[src/rtl/program_loader_pkg.sv]
// Shared processor definitions: instruction width and the boot loader state encoding.
package program_loader_pkg;

  localparam int WORD_W = 19;

  typedef enum logic [3:0] {
    HDR_HI,
    HDR_LO,
    B0,
    B1,
    B2,
    WRITE,
    CHK,
    RUN,
    ERR
  } loader_state_e;

endpackage

[src/rtl/loader_word_packer.sv]
// Packs three stream bytes into one instruction word; the top bits of the first byte fall off the end.
module loader_word_packer
  import program_loader_pkg::*;
(
  input  logic              clk,
  input  logic              reset,
  input  logic              clear,
  input  logic              load,
  input  logic [7:0]        byte_data,
  output logic [WORD_W-1:0] word
);

  logic [WORD_W-1:0] shift_q;
  logic [WORD_W-1:0] shift_d;

  // Shifting by a byte into a 19-bit register leaves {b0[2:0], b1, b2} after three loads.
  always_comb begin
    shift_d = shift_q;
    if (clear) begin
      shift_d = '0;
    end else if (load) begin
      shift_d = {shift_q[WORD_W-9:0], byte_data};
    end
  end

  always_ff @(posedge clk) begin
    if (reset) begin
      shift_q <= '0;
    end else begin
      shift_q <= shift_d;
    end
  end

  assign word = shift_q;

endmodule

[src/rtl/program_loader.sv]
// Boot loader: parses a framed byte stream, writes instruction memory and releases the CPU
// once the image checksum verifies.
module program_loader #(
  parameter int ADDR_W = 12,
  parameter int WORD_W = 19
) (
  input  logic              clk,
  input  logic              reset,
  input  logic              byte_valid,
  input  logic [7:0]        byte_data,
  output logic              byte_ready,
  output logic              imem_we,
  output logic [ADDR_W-1:0] imem_addr,
  output logic [WORD_W-1:0] imem_wdata,
  output logic              cpu_reset,
  output logic              done,
  output logic              error
);

  import program_loader_pkg::*;

  localparam int         DEPTH   = 2 ** ADDR_W;
  localparam logic [16:0] DEPTH_W = 17'(DEPTH);

  loader_state_e state_q, state_d;
  logic [7:0]        hdr_hi_q, hdr_hi_d;
  logic [16:0]       count_q, count_d;
  logic [16:0]       word_cnt_q, word_cnt_d;
  logic [ADDR_W-1:0] addr_q, addr_d;
  logic [7:0]        chk_q, chk_d;
  logic              accept;
  logic              pack_load;
  logic              pack_clear;
  logic [16:0]       hdr_count;

  assign hdr_count = {1'b0, hdr_hi_q, byte_data};

  always_comb begin
    state_d    = state_q;
    hdr_hi_d   = hdr_hi_q;
    count_d    = count_q;
    word_cnt_d = word_cnt_q;
    addr_d     = addr_q;
    chk_d      = chk_q;
    byte_ready = 1'b0;
    pack_load  = 1'b0;

    case (state_q)
      HDR_HI, HDR_LO, B0, B1, B2, CHK: byte_ready = 1'b1;
      default:                         byte_ready = 1'b0;
    endcase

    accept = byte_valid && byte_ready;

    // The checksum byte itself is compared, never folded into the running XOR.
    if (accept && (state_q != CHK)) begin
      chk_d = chk_q ^ byte_data;
    end

    case (state_q)
      HDR_HI: begin
        if (accept) begin
          hdr_hi_d = byte_data;
          state_d  = HDR_LO;
        end
      end
      HDR_LO: begin
        if (accept) begin
          count_d = hdr_count;
          if (hdr_count > DEPTH_W) begin
            state_d = ERR;
          end else if (hdr_count == 17'd0) begin
            state_d = CHK;
          end else begin
            state_d = B0;
          end
        end
      end
      B0: begin
        pack_load = accept;
        if (accept) state_d = B1;
      end
      B1: begin
        pack_load = accept;
        if (accept) state_d = B2;
      end
      B2: begin
        pack_load = accept;
        if (accept) state_d = WRITE;
      end
      WRITE: begin
        word_cnt_d = word_cnt_q + 17'd1;
        addr_d     = addr_q + 1'b1;
        state_d    = (word_cnt_q + 17'd1 == count_q) ? CHK : B0;
      end
      CHK: begin
        if (accept) begin
          state_d = (byte_data == chk_q) ? RUN : ERR;
        end
      end
      default: state_d = state_q;
    endcase
  end

  always_ff @(posedge clk) begin
    if (reset) begin
      state_q    <= HDR_HI;
      hdr_hi_q   <= '0;
      count_q    <= '0;
      word_cnt_q <= '0;
      addr_q     <= '0;
      chk_q      <= '0;
    end else begin
      state_q    <= state_d;
      hdr_hi_q   <= hdr_hi_d;
      count_q    <= count_d;
      word_cnt_q <= word_cnt_d;
      addr_q     <= addr_d;
      chk_q      <= chk_d;
    end
  end

  assign pack_clear = (state_q == HDR_HI);

  loader_word_packer u_packer (
    .clk       (clk),
    .reset     (reset),
    .clear     (pack_clear),
    .load      (pack_load),
    .byte_data (byte_data),
    .word      (imem_wdata)
  );

  // All status outputs decode the registered state, so they appear one cycle after the causing byte.
  assign imem_we   = (state_q == WRITE);
  assign imem_addr = addr_q;
  assign done      = (state_q == RUN);
  assign error     = (state_q == ERR);
  assign cpu_reset = (state_q != RUN);

endmodule

[config.mk]
export PLATFORM = sky130hd
export DESIGN_NAME = program_loader
export DESIGN_NICKNAME = d
export VERILOG_FILES = /design/src/rtl/program_loader_pkg.sv /design/src/rtl/loader_word_packer.sv /design/src/rtl/program_loader.sv
export SDC_FILE = /design/constraint.sdc
export NUM_CORES = 1
export LEC_CHECK = 0
export CELL_PAD_IN_SITES_DETAIL_PLACEMENT = 0
export CELL_PAD_IN_SITES_GLOBAL_PLACEMENT = 1
export CORE_MARGIN = 3
export CORE_UTILIZATION = 47
export CTS_BUF_LIST = sky130_fd_sc_hd__clkbuf_8
export DETAILED_ROUTE_END_ITERATION = 8
export HOLD_SLACK_MARGIN = 0.15
export PLACE_DENSITY = 0.86
export SYNTH_ARGS = -nofsm -noshare
export SYNTH_HDL_FRONTEND = slang
export SYNTH_SLANG_ARGS = --single-unit
export TNS_END_PERCENT = 5
[constraint.sdc]
create_clock -name clk -period 5.3 [get_ports clk]
set_input_delay 1.06 -clock clk [delete_from_list [all_inputs] [get_ports clk]]
set_output_delay 1.06 -clock clk [all_outputs]
set_load 0.01 [all_outputs]
==> results of run 1 <==
==> sequential cells by signal, summed over array words and instances (netlist names) <==
name           cells
u_packer.word     19
word_cnt_q        17
count_q           16
imem_addr         12
state_q            4
hdr_hi_q           8
chk_q              8
==> layout make-up <==
cell class / count / area (um2)
Clock inverter: 5 / 85.1
Inverter: 6 / 22.5
Sequential cell: 84 / 1680
Clock buffer: 10 / 138
Timing Repair Buffer: 47 / 463
Fill cell: 738 / 3530
Multi-Input combinational cell: 348 / 2250
Tap cell: 105 / 131
==> power breakdown <==
part	switching [mW]	internal, mW
registers	0.0158	0.645
logic	0.0491	0.0399
clock network	0.232	0.278
==> logic make-up (layout without fill, tap and decap cells) <==
logic type      count (synthesis)  count (layout)  share of synthesized area [%]
compound gates                 49              49                           8.54
xor+xnor                       58              58                           12.5
fa+ha+maj                       2               2                          0.614
buf+inv                        33              68                           3.50
flops                          84              84                           41.3
mux                            44              44                           10.8
simple gates                  195             195                           22.8
==> worst paths after layout <==
kind	end	cells after the start	slack, ns	startpoint
min	u_packer.word[17]$_SDFFE_PP0P_	2	0.50	u_packer.word[17]$_SDFFE_PP0P_
max	imem_we	3	1.93	state_q[2]$_SDFFE_PP0P_
max reg2reg	state_q[2]$_SDFFE_PP0P_	7	2.68	word_cnt_q[0]$_SDFFE_PP0P_
min reg2reg	u_packer.word[17]$_SDFFE_PP0P_	2	0.50	u_packer.word[17]$_SDFFE_PP0P_
==> stage by stage <==
step | cell area (um2) | utilization [%]
floorplan | 4070 | -
global placement | 4550 | 54.8
detailed placement | 4550 | 54.8
CTS | 4770 | 57.5
global route | 4770 | 57.5
finish | 4770 | 57.5
==> cell usage in the layout, fill, tap and decap left out, drive strengths merged, types with 3 or more instances in the layout <==
cell type | Yosys | routed
or3 | 3 | 3
nand2b | 5 | 5
clkdlybuf4s50 | 0 | 45
and3 | 5 | 5
nor4 | 8 | 8
a31oi | 3 | 3
nor3 | 8 | 8
inv | 6 | 7
o21a | 3 | 3
nor2 | 95 | 95
dfxtp | 84 | 84
xor2 | 29 | 29
a21o | 3 | 3
a21oi | 12 | 12
nand3 | 9 | 9
nand2 | 33 | 33
o21ai | 8 | 8
clkbuf | 17 | 10
nor2b | 3 | 3
o22ai | 4 | 4
nand4 | 11 | 11
xnor2 | 29 | 29
mux2i | 43 | 43
==> synthesized netlist by cell type, types with 5 or more instances <==
library cell,instances,area share (%)
nor2_1,95,8.8
dfxtp_1,84,41
mux2i_1,43,11
nand2_1,33,3.0
xnor2_1,29,6.2
xor2_1,29,6.2
clkbuf_1,17,1.6
a21oi_1,12,1.5
nand3_1,9,1.1
nand4_1,9,1.4
nor3_1,8,0.98
nor4_1,8,1.2
o21ai_0,8,0.98
buf_2,6,0.74
inv_1,6,0.55
and3_1,5,0.77
nand2b_1,5,0.77
==> worst max-delay path: stages (launching register included) <==
cell             delay, ns
dfxtp_1               0.55
nand4bb_1             0.39
inv_1                 0.41
clkdlybuf4s50_1       0.61
==> routing by layer <==
layer	global-route usage [%]	wire length, um
met3	5.33	314
met1	27.2	4370
met4	5.15	124
met5	0	0
met2	30.0	4120
==> summary.md, run 1 <==
| Metric | Value |
|---|---|
| Synthesis-to-layout area growth | `17.1%` |
| Syn_area_per_cell | `8.76 um2` |
| Die height | `99.1 um` |
| Final nets | `about 500` |
| WS Path Type | `flop to primary output` |
| Initial antenna violation count | `0` |
| Top_reg_cell synth | `dfxtp_1` |
| Worst rel slew slack | `between 30% and 40%` |
| Yosys warnings | `0` |
| Detailed Routing Iterations Pass 1 | `4` |
| Avg WL per Cell | `around 15 um` |
| Die ar. | `9820 um2` |
| Max_cap viols | `0` |
| Vias in the first global route | `3199` |
| Hold Buf Count CTS | `0` |
| Initial Util | `49.1%` |
| Global Route Usage Sum | `19.5%` |
| Pwr per Cell Area | `264 nW/um2` |
| Dpl hpwl | `between 6000 and 7000 um` |
| Critical Path RT | `4.24 ns` |
| Vias post-DR | `3214` |
| Overflow after GRT | `0` |
| Vias per Instance | `5.31` |
| Clk_lat worst skew | `0.35 ns` |
| Fin crit share | `63.7%` |
| Cell variety after synth | `53` |
| Die width | `about 100 um` |
| Synth async-reset ratio | `0%` |
| Crit path DAT | `2.31 ns` |
| Post-Place Cells | `590` |
| Antenna viol nets, final | `0` |
| Max-slew violations | `0` |
| # clock sinks | `84` |
| RSZ-0062 raised after global routing | `false` |
| Mapped cell area | `4070 um2` |
| Post-route insts no fill | `605` |
| Core outline area | `8300 um2` |
| Register area share after synthesis | `between 40% and 50%` |
| Leakage power | `between 1.5 and 2 nW` |
| Clock Skew | `0.00984 ns` |
| Cts repair resizes | `0` |
| Worst slew pin tran | `1.04 ns` |
| Final setup fails | `0` |
| Max Freq | `296 MHz` |
| Worst setup SP type | `flop` |
| First-pass GRT wire length | `15700 um` |
| CTS buffer count | `9` |
| Crit path max fanout | `11` |
| Gpl congestion | `0.826` |
| Outcome | `finished, final reports clean` |
| Ports | `47` |
| Ratio of cells with drive above 1 in the final layout | `5.20%` |
| Total power | `1.26 mW` |
| Root buffer cell | `clkbuf_8` |
| Final worst slack | `1.93 ns` |
| Clock buffer depth | `2` |
| Post-CTS Setup Bufs | `0` |
| Largest net degree at the start of global routing | `slightly below 70` |
| Residual DRC count | `0` |
| Element type at the critical path end | `primary output` |
| Final hold vios | `0` |
| Final Hold Slack | `0.502 ns` |
| Post-synth EDFFs | `0` |
| Peak ir drop on the vdd network | `roughly 180 uV` |
| Setup TNS | `0 ns` |
| # diodes | `0` |
| HP Class | `flop to flop` |
| Drt total wl | `8930 um` |
| Initial drt markers | `108` |
| Cells after Synth | `465` |
| H-tree depth | `3` |
| Dpl ws | `2.21 ns` |
| #FFs+latches synth | `84` |
| Tmin final | `3.37 ns` |
| Clock transition at path regs | `0.09 ns` |
| Core Rows | `33` |
| Syn Nets | `478` |
| CTS tree | `yes` |
| IO Port Bufs | `46` |
Power figures use the tool's default switching activity.
==> run 2: changes to the inputs <==
--- a/config.mk
+++ b/config.mk
@@ -8,11 +8,11 @@
 export CELL_PAD_IN_SITES_DETAIL_PLACEMENT = 0
 export CELL_PAD_IN_SITES_GLOBAL_PLACEMENT = 1
 export CORE_MARGIN = 3
-export CORE_UTILIZATION = 47
+export CORE_UTILIZATION = 40
 export CTS_BUF_LIST = sky130_fd_sc_hd__clkbuf_8
 export DETAILED_ROUTE_END_ITERATION = 8
 export HOLD_SLACK_MARGIN = 0.15
-export PLACE_DENSITY = 0.86
+export PLACE_DENSITY = 0.78
 export SYNTH_ARGS = -nofsm -noshare
 export SYNTH_HDL_FRONTEND = slang
 export SYNTH_SLANG_ARGS = --single-unit
==> constraint.sdc (replaced) <==
create_clock -name clk -period 3.05 [get_ports clk]
set_input_delay 0.61 -clock clk [delete_from_list [all_inputs] [get_ports clk]]
set_output_delay 0.61 -clock clk [all_outputs]
set_load 0.01 [all_outputs]
==> run 2 against run 1 <==
Against the previous run:
- setup slack got worse by 1.5 ns
- die area increased by 16%
- clock skew about the same
- routed wire length increased by 4.4%
- clock power increased by 44%
- critical path depth unchanged
- count of clock-buffer cells in the layout increased by 1
- sequential share of layout area decreased by 0.18 points
- highest routed layer unchanged
- largest cell class unchanged
- hold slack got worse by 0.00094 ns
==> summary.md, run 2 (same netlist as run 1, synthesis figures left out) <==
| Metric | Value |
|---|---|
| Ports | `47 (unchanged)` |
| # diodes | `0 (unchanged)` |
| Root buffer cell | `clkbuf_8 (unchanged)` |
| Critical Path RT | `2.44 ns (was 4.24 ns)` |
| WS Path Type | `flop to primary output (unchanged)` |
| Comb power frac | `7.8% (was 7.1%)` |
| Dpl hpwl | `6670 um (was 6340 um)` |
| Crit path DAT | `2.05 ns (was 2.31 ns)` |
| Power share of the clock group | `36.0% (was 40.5%)` |
| Switching share of total power | `25.3% (was 23.6%)` |
| Worst slew pin tran | `0.774 ns (was 1.04 ns)` |
| Max-slew violations | `0 (unchanged)` |
| IO Port Bufs | `46 (unchanged)` |
| Leakage power | `1.95 nW (about the same)` |
| Crit path max fanout | `11 (unchanged)` |
| CP Buf/Inv Count | `2 (unchanged)` |
| Max reg flops | `19 (unchanged)` |
| Setup TNS | `0 ns (unchanged)` |
| Avg WL per Cell | `14.6 um (was 14.8 um)` |
| Seq pwr share | `56.3% (was 52.4%)` |
| Final setup fails | `0 (unchanged)` |
| First-pass GRT wire length | `15700 um (about the same)` |
| Cts repair resizes | `0 (unchanged)` |
| Worst setup SP type | `flop (unchanged)` |
| Peak ir drop on the vdd network | `364 uV (was 184 uV)` |
| CTS tree | `yes (unchanged)` |
| Initial Util | `41.5% (was 49.1%)` |
| Final hold vios | `0 (unchanged)` |
| Crit-path max cell delay | `0.62 ns (was 0.61 ns)` |
| # clock sinks | `84 (unchanged)` |
| Antenna viol nets, final | `0 (unchanged)` |
| Die height | `107 um (was 99.1 um)` |
| Crit-path cells | `nand4bb_1, inv_1, clkdlybuf4s50_1 (unchanged)` |
| Most common cell after layout, fill and taps aside | `nor2_1 (unchanged)` |
| Synthesis-to-layout area growth | `17.7% (was 17.1%)` |
| Clock transition at path regs | `0.08 ns (was 0.09 ns)` |
| R2R Path Start | `word_cnt_q[0]$_SDFFE_PP0P_ (unchanged)` |
| Core Rows | `36 (was 33)` |
| Pwr per Cell Area | `426 nW/um2 (was 264 nW/um2)` |
| Post-CTS Setup Bufs | `0 (unchanged)` |
| H-tree depth | `3 (unchanged)` |
| Hold Buf Count CTS | `0 (unchanged)` |
| Global Route Usage Sum | `17.3% (was 19.5%)` |
| Worst path top cell family by delay | `buffers and inverters (unchanged)` |
| Crit path max-delay cell type | `clkdlybuf4s50_1 (unchanged)` |
| Initial drt markers | `120 (was 108)` |
| Gpl congestion | `0.797 (was 0.826)` |
| Drt total wl | `9320 um (was 8930 um)` |
| Ratio of cells with drive above 1 in the final layout | `5.95% (was 5.20%)` |
| Int Pwr | `1.52 mW (was 0.963 mW)` |
| Final nets | `514 (was 509)` |
| Max_cap viols | `0 (unchanged)` |
| Worst rel slew slack | `47.1% (was 30.5%)` |
| Vias post-DR | `3233 (was 3214)` |
| Element type at the critical path end | `primary output (unchanged)` |
| CTS buffer count | `9 (unchanged)` |
| Die ar. | `11400 um2 (was 9820 um2)` |
| Vias per Instance | `5.08 (was 5.31)` |
| Outcome | `finished, final reports clean (unchanged)` |
| Final Cell Area | `4800 um2 (was 4770 um2)` |
| Fin crit share | `87.2%` |
| Clk_lat worst skew | `0.37 ns (was 0.35 ns)` |
| Clock Skew | `0.00970 ns (was 0.00984 ns)` |
| Initial antenna violation count | `0 (unchanged)` |
| Residual DRC count | `0 (unchanged)` |
| Vias in the first global route | `3178 (was 3199)` |
| Most frequent cells in the layout | `nor2_1 (95), dfxtp_1 (84), clkdlybuf4s50_1 (45) (unchanged)` |
| Overflow after GRT | `0 (unchanged)` |
| DP Area | `4620 um2 (was 4550 um2)` |
| Hold_sp | `imem_addr[1]$_SDFFE_PP0P_ (was u_packer.word[17]$_SDFFE_PP0P_)` |
| Die width | `107 um (was 99.1 um)` |
| Crit path from | `state_q[2]$_SDFFE_PP0P_ (unchanged)` |
| RSZ-0062 raised after global routing | `false (unchanged)` |
| Detailed Routing Iterations Pass 1 | `4 (unchanged)` |
| HP Class | `flop to flop (unchanged)` |
| Largest net degree at the start of global routing | `66 (was 68)` |
| Max Freq | `376 MHz` |
| Clock buffer depth | `2 (unchanged)` |
| Tmin final | `2.66 ns` |
| Core outline area | `9820 um2 (was 8300 um2)` |
| Switching power | `0.516 mW (was 0.297 mW)` |
## run 2: changes by cell type in the layout (fill, tap and decap cells not counted), sizes merged
cell	previous run	this run
clkinvlp	1	2
bufinv	2	0
clkbuf	10	11
inv	7	6
buf	2	7
## run 2: routing by layer
layer	global-route usage [%]	share of wire (%)	vias to the layer above
li1	-	-	1667
met1	22.6	48	1503
met2	27.9	46	57
met3	5.24	4.5	6
met4	4.47	0.95	0
met5	0	0	-
## run 2: worst reg2reg max path: stages (launching register included)
cell	delay, ns
dfxtp_1	0.50
ha_1	0.38
nand4_2	0.21
nor2_1	0.26
or4b_4	0.51
a2111oi_4	0.34
nand4b_1	0.15
o22ai_2	0.10
## run 2: final timing paths
check	end	slack [ns]	cells after the start
hold reg to reg	imem_addr[1]$_SDFFE_PP0P_	0.50	2
setup / recovery	imem_we	0.39	3
setup reg to reg	state_q[2]$_SDFFE_PP0P_	0.52	7
hold / removal	imem_addr[1]$_SDFFE_PP0P_	0.50	2
## run 2: final cells by class
class | count | area (um2)
fill | 987 | 5020
multi-input combinational | 348 | 2250
sequential | 84 | 1680
timing repair buffer | 52 | 500
tap | 133 | 166
clock buffer | 11 | 151
clock inverter | 3 | 23.8
inverter | 6 | 22.5
## run 2: power groups by stage
| stage | logic [mW] | clock network (mW) | registers, mW |
|---|---|---|---|
| 2_1_floorplan | 0.116 | 0 | 1.16 |
| 3_3_place_gp | 0.157 | 0 | 1.17 |
| 3_5_place_dp | 0.158 | 0 | 1.17 |
| 4_1_cts | 0.160 | 0.762 | 1.15 |
| 5_1_grt | 0.176 | 0.798 | 1.15 |
| 6_report | 0.158 | 0.734 | 1.15 |
## run 2: metrics by stage
stage	util [%]	power, mW	hold WS [ns]	worst slack [ns]	std cells
2_1_floorplan	-	1.28	0.476	0.906	465
3_3_place_gp	47.1	1.33	0.476	0.501	623
3_5_place_dp	47.1	1.33	0.488	0.435	623
4_1_cts	48.8	2.07	0.501	0.320	637
5_1_grt	48.8	2.13	0.539	0.184	637
6_report	48.8	2.04	0.501	0.391	637
==> run 3: changes to the inputs <==
--- a/config.mk
+++ b/config.mk
@@ -8,11 +8,11 @@
 export CELL_PAD_IN_SITES_DETAIL_PLACEMENT = 0
 export CELL_PAD_IN_SITES_GLOBAL_PLACEMENT = 1
 export CORE_MARGIN = 3
-export CORE_UTILIZATION = 40
-export CTS_BUF_LIST = sky130_fd_sc_hd__clkbuf_8
+export CORE_UTILIZATION = 44
+export CTS_BUF_LIST = sky130_fd_sc_hd__clkbuf_4 sky130_fd_sc_hd__clkbuf_8
 export DETAILED_ROUTE_END_ITERATION = 8
 export HOLD_SLACK_MARGIN = 0.15
-export PLACE_DENSITY = 0.78
+export PLACE_DENSITY = 0.81
 export SYNTH_ARGS = -nofsm -noshare
 export SYNTH_HDL_FRONTEND = slang
 export SYNTH_SLANG_ARGS = --single-unit
==> constraint.sdc (replaced) <==
create_clock -name clk -period 2.6 [get_ports clk]
set_input_delay 0.52 -clock clk [delete_from_list [all_inputs] [get_ports clk]]
set_output_delay 0.52 -clock clk [all_outputs]
set_load 0.01 [all_outputs]
==> run 3 against run 2 <==
Against the previous run:
- core utilization grew 6.7 points
- routed wire length is 1.0% higher
- critical path type unchanged
- count of clock-buffer cells in the layout did not move
- final area up 2.5%
- combinational power is 26% higher
- critical endpoint is now done
- first-iteration DRC count is 5.0% higher
==> summary.md, run 3 (same netlist as run 1, synthesis figures left out) <==
| Metric | Value |
|---|---|
| Crit path DAT | `1.90 ns (was 2.05 ns)` |
| DP Area | `4710 um2 (was 4620 um2)` |
| Clock transition at path regs | `0.08 ns (about the same)` |
| Most common cell after layout, fill and taps aside | `nor2_1 (unchanged)` |
| CTS tree | `yes (unchanged)` |
| Worst setup SP type | `flop (unchanged)` |
| Final hold vios | `0 (unchanged)` |
| Max Freq | `413 MHz` |
| RSZ-0062 raised after global routing | `false (unchanged)` |
| Post-CTS Setup Bufs | `0 (unchanged)` |
| Die ar. | `10500 um2 (was 11400 um2)` |
| Max reg flops | `19 (unchanged)` |
| HP Class | `flop to flop (unchanged)` |
| Comb power frac | `8.0% (was 7.8%)` |
| Ratio of cells with drive above 1 in the final layout | `9.02% (was 5.95%)` |
| Critical Path RT | `2.08 ns (was 2.44 ns)` |
| CTS buffer count | `9 (unchanged)` |
| Vias post-DR | `3308 (was 3233)` |
| Initial antenna violation count | `0 (unchanged)` |
| Ports | `47 (unchanged)` |
| R2R Path Start | `word_cnt_q[1]$_SDFFE_PP0P_ (was word_cnt_q[0]$_SDFFE_PP0P_)` |
| Tmin final | `roughly 2.4 ns` |
| Drt total wl | `9420 um (was 9320 um)` |
| Root buffer cell | `clkbuf_8 (unchanged)` |
| Final nets | `529 (was 514)` |
| Max-slew violations | `0 (unchanged)` |
| Vias in the first global route | `3180 (was 3178)` |
| Crit path max-delay cell type | `dfxtp_1 (was clkdlybuf4s50_1)` |
| Clk_lat worst skew | `0.36 ns (was 0.37 ns)` |
| Sequential cell area | `1680 um2 (unchanged)` |
| Pwr per Cell Area | `508 nW/um2 (was 426 nW/um2)` |
| Cts repair resizes | `0 (unchanged)` |
| Antenna viol nets, final | `0 (unchanged)` |
| Avg WL per Cell | `15.0 um (was 14.6 um)` |
| H-tree depth | `3 (unchanged)` |
| # diodes | `0 (unchanged)` |
| Final Cell Area | `4910 um2 (was 4800 um2)` |
| Worst slew pin tran | `0.694 ns (was 0.774 ns)` |
| # clock sinks | `84 (unchanged)` |
| Die width | `102 um (was 107 um)` |
| Initial drt markers | `126 (was 120)` |
| Crit path from | `state_q[2]$_SDFFE_PP0P_ (unchanged)` |
| IO Port Bufs | `46 (unchanged)` |
| Overflow after GRT | `0 (unchanged)` |
| Gpl congestion | `0.885 (was 0.797)` |
| Worst path top cell family by delay | `buffers and inverters (unchanged)` |
| Most frequent cells in the layout | `nor2_1 (95), dfxtp_1 (84), clkdlybuf4s50_1 (45) (unchanged)` |
| Max_cap viols | `0 (unchanged)` |
| First-pass GRT wire length | `15900 um (was 15700 um)` |
| Seq pwr share | `54.0% (was 56.3%)` |
| Total power | `2.49 mW (was 2.04 mW)` |
| CP Buf/Inv Count | `2 (unchanged)` |
| Core outline area | `8850 um2 (was 9820 um2)` |
| Detailed Routing Iterations Pass 1 | `4 (unchanged)` |
| Crit-path max cell delay | `0.54 ns (was 0.62 ns)` |
| Clock buffer depth | `2 (unchanged)` |
| Synthesis-to-layout area growth | `20.6% (was 17.7%)` |
| Final setup fails | `0 (unchanged)` |
| Dpl hpwl | `6870 um (was 6670 um)` |
| Clock Skew | `0.0138 ns (was 0.00970 ns)` |
| Die height | `102 um (was 107 um)` |
| Crit path max fanout | `11 (unchanged)` |
| Core Rows | `34 (was 36)` |
| Int Pwr | `1.88 mW (was 1.52 mW)` |
| Largest net degree at the start of global routing | `67 (was 66)` |
| Residual DRC count | `0 (unchanged)` |
| Switching share of total power | `24.7% (was 25.3%)` |
| Peak ir drop on the vdd network | `345 uV (was 364 uV)` |
| Hold Buf Count CTS | `0 (unchanged)` |
| WS Path Type | `flop to primary output (unchanged)` |
| Hold_sp | `imem_addr[1]$_SDFFE_PP0P_ (unchanged)` |
| Switching power | `0.617 mW (was 0.516 mW)` |
| Fin crit share | `93.1%` |
| Outcome | `finished, final reports clean (unchanged)` |
| Setup TNS | `0 ns (unchanged)` |
| Crit-path cells | `and2_1, nand3b_1, inv_1, clkdlybuf4s50_1 (was nand4bb_1, inv_1, clkdlybuf4s50_1)` |
| Vias per Instance | `5.26 (was 5.08)` |
| Leakage power | `2.04 nW (was 1.95 nW)` |
| Fillers | `839 (was 987)` |
| Initial Util | `46.0% (was 41.5%)` |
| Worst rel slew slack | `53.7% (was 47.1%)` |
| Power share of the clock group | `38.0% (was 36.0%)` |
| Element type at the critical path end | `primary output (unchanged)` |
| Multi-input gate area | `2250 um2 (unchanged)` |
| Global Route Usage Sum | `19.3% (was 17.3%)` |
==> run 3: worst reg2reg max path, stage by stage, from the launching register on <==
cell and delay [ns]:
dfxtp_1 0.46, ha_1 0.24, nand4_2 0.17, nor2_1 0.23, or4b_4 0.50, a2111oi_4 0.35, nand4b_1 0.17, o22ai_2 0.11
==> run 3: final timing paths <==
path	end	slack, ns	cells past startpoint
max reg2reg	state_q[2]$_SDFFE_PP0P_	0.30	7
min reg2reg	imem_addr[1]$_SDFFE_PP0P_	0.49	2
min	imem_addr[1]$_SDFFE_PP0P_	0.49	2
max	done	0.18	4
==> run 3: stage by stage <==
| step | instances | hold slack [ns] | utilization, % | setup WS, ns |
|---|---|---|---|---|
| 4_1_cts | 629 | 0.498 | 55.5 | 0.170 |
| 6_report | 629 | 0.495 | 55.5 | 0.181 |
| 2_1_floorplan | 465 | 0.476 | - | 0.456 |
| 3_5_place_dp | 613 | 0.487 | 53.3 | 0.237 |
| 5_1_grt | 629 | 0.538 | 55.5 | 0.0647 |
| 3_3_place_gp | 613 | 0.476 | 53.3 | 0.274 |
==> run 3: power by group through the flow <==
stage	Sequential, mW	Clock [mW]	Combinational (mW)
finish	1.35	0.949	0.199
global route	1.35	1.03	0.221
CTS	1.35	0.978	0.201
detailed placement	1.38	0	0.200
global placement	1.38	0	0.197
floorplan	1.36	0	0.136
==> run 3: per-layer routing <==
layer	wire [um]	track usage, %	share of wire [%]	vias up
li1	-	-	-	1702
met1	4620	26.9	49	1532
met2	4290	30.1	46	67
met3	406	5.12	4.3	7
met4	99	4.64	1.1	0
met5	0	0	0	-
==> run 3: cell type report <==
cell class | instances | share of cell area (%)
multi-input cells | 348 | 45.8
clock buffers | 11 | 2.83
clock inverters | 5 | 1.25
well taps | 108 | 2.75
repair buffers | 67 | 12.7
flip-flops and latches | 84 | 34.2
inverters | 6 | 0.458
